`config.mk`:
```
export PLATFORM = sky130hd
export DESIGN_NAME = execute_memory_register
export DESIGN_NICKNAME = d
export VERILOG_FILES = /design/src/rtl/execute_memory_register.sv
export SDC_FILE = /design/constraint.sdc
export NUM_CORES = 1
export LEC_CHECK = 0
export ABC_AREA = 1
export CORE_MARGIN = 4
export CORE_UTILIZATION = 37
export DETAILED_ROUTE_END_ITERATION = 6
export PLACE_DENSITY = 0.76
export SLEW_MARGIN = 20
export SYNTH_ARGS = -nofsm -noshare
export SYNTH_HDL_FRONTEND = slang
export SYNTH_SLANG_ARGS = --single-unit
```
`constraint.sdc`:
```
create_clock -name clock -period 1.45 [get_ports clock]
set_clock_uncertainty 0.15 [all_clocks]
set_input_delay 0.29 -clock clock [delete_from_list [all_inputs] [get_ports clock]]
set_output_delay 0.29 -clock clock [all_outputs]
set_load 0.005 [all_outputs]
```
`src/rtl/execute_memory_register.sv`:
```
// EX/MEM pipeline register for the MIPS32 core.
// Converts a trapping ALU overflow into a precise exception request and squashes younger instructions until it is acknowledged.
module execute_memory_register #(
  parameter logic [4:0] EXC_CODE_OV = 5'd12,
  parameter int         COUNT_WIDTH = 16
) (
  input  logic                   clock,
  input  logic                   reset,
  input  logic                   stall,
  input  logic                   flush,
  input  logic [31:0]            EX_ALUResult,
  input  logic                   EX_Overflow,
  input  logic                   EX_TrapOnOverflow,
  input  logic                   EX_Valid,
  input  logic                   EX_RegWrite,
  input  logic                   EX_MemRead,
  input  logic                   EX_MemWrite,
  input  logic [31:0]            EX_StoreData,
  input  logic [4:0]             EX_DestReg,
  input  logic [31:0]            EX_PC,
  input  logic                   ExceptionAck,
  output logic [31:0]            M_ALUResult,
  output logic [31:0]            M_StoreData,
  output logic [4:0]             M_DestReg,
  output logic [31:0]            M_PC,
  output logic                   M_Valid,
  output logic                   M_RegWrite,
  output logic                   M_MemRead,
  output logic                   M_MemWrite,
  output logic                   ExceptionPending,
  output logic [31:0]            ExceptionPC,
  output logic [4:0]             ExceptionCode,
  output logic [COUNT_WIDTH-1:0] OverflowCount
);

  typedef enum logic {
    IDLE,
    PENDING
  } state_t;

  state_t state, state_next;
  logic   capture;
  logic   trap;
  logic   squash;
  logic   keep;

  // NOTE: every signal assigned in an always_comb gets a default first, so no path leaves it unassigned and no latch is inferred.
  always_comb begin
    state_next = state;
    capture    = !flush && !stall;
    trap       = 1'b0;
    squash     = 1'b0;
    keep       = 1'b0;

    if (capture && state == IDLE)
      trap = EX_Valid && EX_TrapOnOverflow && EX_Overflow;

    // Younger instructions are dropped for as long as the exception is outstanding, including the ack cycle.
    squash = trap || (state == PENDING);
    keep   = EX_Valid && !squash;

    if (trap)
      state_next = PENDING;
    else if (state == PENDING && ExceptionAck)
      state_next = IDLE;
  end

  // NOTE: sequential state uses non-blocking assignments so every register samples pre-edge values.
  always_ff @(posedge clock) begin
    if (reset)
      state <= IDLE;
    else
      state <= state_next;
  end

  always_ff @(posedge clock) begin
    if (reset) begin
      M_ALUResult <= '0;
      M_StoreData <= '0;
      M_DestReg   <= '0;
      M_PC        <= '0;
      M_Valid     <= 1'b0;
      M_RegWrite  <= 1'b0;
      M_MemRead   <= 1'b0;
      M_MemWrite  <= 1'b0;
    end else if (flush) begin
      M_ALUResult <= '0;
      M_StoreData <= '0;
      M_DestReg   <= '0;
      M_PC        <= '0;
      M_Valid     <= 1'b0;
      M_RegWrite  <= 1'b0;
      M_MemRead   <= 1'b0;
      M_MemWrite  <= 1'b0;
    end else if (!stall) begin
      M_ALUResult <= EX_ALUResult;
      M_StoreData <= EX_StoreData;
      M_DestReg   <= EX_DestReg;
      M_PC        <= EX_PC;
      M_Valid     <= keep;
      M_RegWrite  <= keep && EX_RegWrite;
      M_MemRead   <= keep && EX_MemRead;
      M_MemWrite  <= keep && EX_MemWrite;
    end
  end

  always_ff @(posedge clock) begin
    if (reset) begin
      ExceptionPC   <= '0;
      OverflowCount <= '0;
    end else if (trap) begin
      ExceptionPC <= EX_PC;
      if (!(&OverflowCount))
        OverflowCount <= OverflowCount + COUNT_WIDTH'(1);
    end
  end

  assign ExceptionPending = (state == PENDING);
  assign ExceptionCode    = ExceptionPending ? EXC_CODE_OV : 5'd0;

endmodule

```
==> results.sh <==
export IMPL_cp_slowest_cell="dfxtp_2"
export IMPL_die_x_um=132.8
export IMPL_critical_path_class="register to register"
export IMPL_port_buffers=267
export IMPL_wl_met1_um=8134
export IMPL_drive_gt1_share_pct=28.42
export IMPL_rrSetupSlack_ns=-0.21
export IMPL_numCtsBuffers=17
export IMPL_finalHoldViolations=0
export IMPL_r2r_start="OverflowCount[1]"
export IMPL_hold_depth=2
export IMPL_yosys_warnings=0
export IMPL_io_pins=271
export IMPL_rsz0062_at_grt="yes"
export IMPL_setup_slack_ns=-0.2064
export IMPL_crit_required_ns=1.60
export IMPL_clock_sinks=154
export IMPL_hold_class="input port to register"
export IMPL_power_density_nw_per_um2=1052
export IMPL_syn_avg_cell_area_um2=7.537
export IMPL_critPathBufInv=2
export IMPL_startpoint="OverflowCount[1]"
export IMPL_met3_length_um=1755
export IMPL_rows=45
export IMPL_synth_seq_cells=154
export IMPL_drc=0
export IMPL_ir_worst_vdd_uv=769.9
export IMPL_h_tree_depth=4
export IMPL_drv_cap=0
export IMPL_wl_met2_um=9811
export IMPL_end_kind="register"
export IMPL_fmax_mhz=603.7
export IMPL_synth_cell_types=25
export IMPL_dp_hpwl_um=13620
export IMPL_clockBufferDepth=2
export IMPL_cts_root_buf="clkbuf_16"
export IMPL_reg2reg_to="OverflowCount[7]"
export IMPL_antenna_left=0
export IMPL_hold_buffers=0
export IMPL_syn_to_final_growth_pct=70.36
export IMPL_path_max_fanout=7
export IMPL_cpPeakStageDelay_ns=0.33
export IMPL_nets=1174
export IMPL_worstPathArrival_ns=1.81
export IMPL_place_congestion=0.8477
export IMPL_topRoutingLayerUsed="met5"
export IMPL_setup_viol=16
export IMPL_core_area_um2=15200
export IMPL_grt_pass1_wl_um=30600
export IMPL_drt_first_pass_iters=4
export IMPL_grt_overflow=0
export IMPL_vias=6149
export IMPL_cp_top_family="simple AND/OR/NAND/NOR gates"
export IMPL_path_cells="buf_6 > ha_4 > nand2_4 > nor2_4 > nand4_4 > buf_6 > a21oi_2 > nor2_1"
export IMPL_clk_latency_ns=0.42
export IMPL_period_share_pct=114.2
export IMPL_leakagePower_nw=4.131
export IMPL_antenna_found_initial=1
export IMPL_violations="negative setup slack"
export IMPL_hold_ws_ns=0.2585
export IMPL_crit_end="OverflowCount[7]"
export IMPL_viasPerCell=4.876
export IMPL_path_depth=8
export IMPL_clk_pin_slew_ns=0.06
export IMPL_grt_start_max_net_pins=61
export IMPL_cts_tree="done"
export IMPL_start_util_pct=37.88
export IMPL_place_ws_ns=-0.5032
export IMPL_grt_pass1_vias=5853
export IMPL_dieArea_um2=17620
export IMPL_netlist_instances=764
export IMPL_synth_area_um2=5758
export IMPL_dieHeight_um=132.8
export IMPL_antenna_cells=0
export IMPL_drt_wl_total_um=20180
export IMPL_grtUsageTotal_pct=21.83
export IMPL_first_iter_violations=329
export IMPL_routedWlPerCell_um=16.01
export IMPL_fin_crit_ns=1.656
export IMPL_status="finished, violations left"
export IMPL_yosysSeqAreaShare_pct=53.54
export IMPL_rr_worst_depth=8
export IMPL_critPathLaunchType="register"
export IMPL_crit_top_cell="buf_6"
export IMPL_finalPower_w=0.01032
export IMPL_timing_max_transition_violations_final=0
-- power breakdown --
| part | switching (W) | internal, W |
|---|---|---|
| clock network | 0.00181 | 0.00311 |
| logic | 0.000458 | 0.000539 |
| registers | 0.0000551 | 0.00434 |
-- worst min path at each step --
stage	slack, ns	start	to
final	0.26	reset	ExceptionPending
after global routing	0.25	reset	ExceptionPending
after CTS	0.24	stall	M_PC[4]
after detailed placement	0.30	M_ALUResult[15]	M_ALUResult[15]
after global placement	0.30	M_ALUResult[4]	M_ALUResult[4]
after floorplan	0.21	reset	ExceptionPending
-- final cells by class --
cell class	count	area, um^2
Timing Repair Buffer	328	3040
Clock inverter	13	212.7
Sequential cell	154	3176
Tap cell	188	235.2
Multi-Input combinational cell	544	2641
Clock buffer	18	439.2
Fill cell	1280	5393
Inverter	16	65.06
-- routing by layer --
layer / GRT usage, % / up-vias
li1: - / 3031
met1: 25.31 / 2855
met2: 36.56 / 228
met3: 8.555 / 33
met4: 8.083 / 2
met5: 0 / -
-- layout by cell type, fill, tap and decap left out, types with 10 or more instances in the layout --
master,netlist,final
clkbuf_16,0,17
nor2_1,110,83
a21oi_1,115,104
inv_1,15,13
buf_2,25,11
clkdlybuf4s15_2,0,11
buf_4,5,38
nor2_4,3,18
clkdlybuf4s15_1,0,71
buf_12,0,10
nand2_1,248,241
nor2_2,4,16
clkdlybuf4s50_1,0,106
dfxtp_2,0,56
buf_6,4,21
clkbuf_2,1,51
a21oi_2,0,11
dfxtp_1,154,92
o21ai_0,35,33
-- through the flow --
stage	instance area [um^2]	util, %	TNS (ns)	instances
floorplan	5786	-	0	766
global placement	8864	58.30	-43.54	1214
detailed placement	8864	58.30	-47.58	1214
CTS	9767	64.25	-2.188	1259
global route	9809	64.53	-4.552	1261
finish	9809	64.53	-2.621	1261
-- kinds of logic after synthesis --
kind of cell	Yosys count	share of synthesized area [%]
compound gates	151	13.15
fa+ha+maj	1	0.2173
buf+inv	69	5.954
simple gates	388	27.08
flops	154	53.54
other cells	1	0.06513
-- flip-flops by register name, summed over array words and instances, names as in the netlist --
signal and flops:
ExceptionPC 32, ExceptionPending 1, M_ALUResult 32, M_DestReg 5, M_MemRead 1, M_MemWrite 1
M_PC 32, M_RegWrite 1, M_StoreData 32, M_Valid 1, OverflowCount 16
-- repair_timing --
action | in CTS | in global routing
setup buffers | 11 | 5
setup endpoints to repair | 205 | 161
resized for setup | 373 | 207
pin swaps | 13 | 18
cloned | 4 | 0
-- synth_stat cells, drive strengths merged --
library cell / number / share of area, %
a21oi: 115 / 10
a31oi: 1 / 0.11
and2: 1 / 0.11
buf: 36 / 3.7
clkbuf: 17 / 1.1
conb: 1 / 0.065
dfxtp: 154 / 54
ha: 1 / 0.22
inv: 16 / 1.1
nand2: 250 / 16
nand3: 16 / 1.7
nand4: 4 / 0.70
nor2: 117 / 8.2
o21ai: 35 / 3.0
No activity file was read; power rests on OpenSTA's default activity.
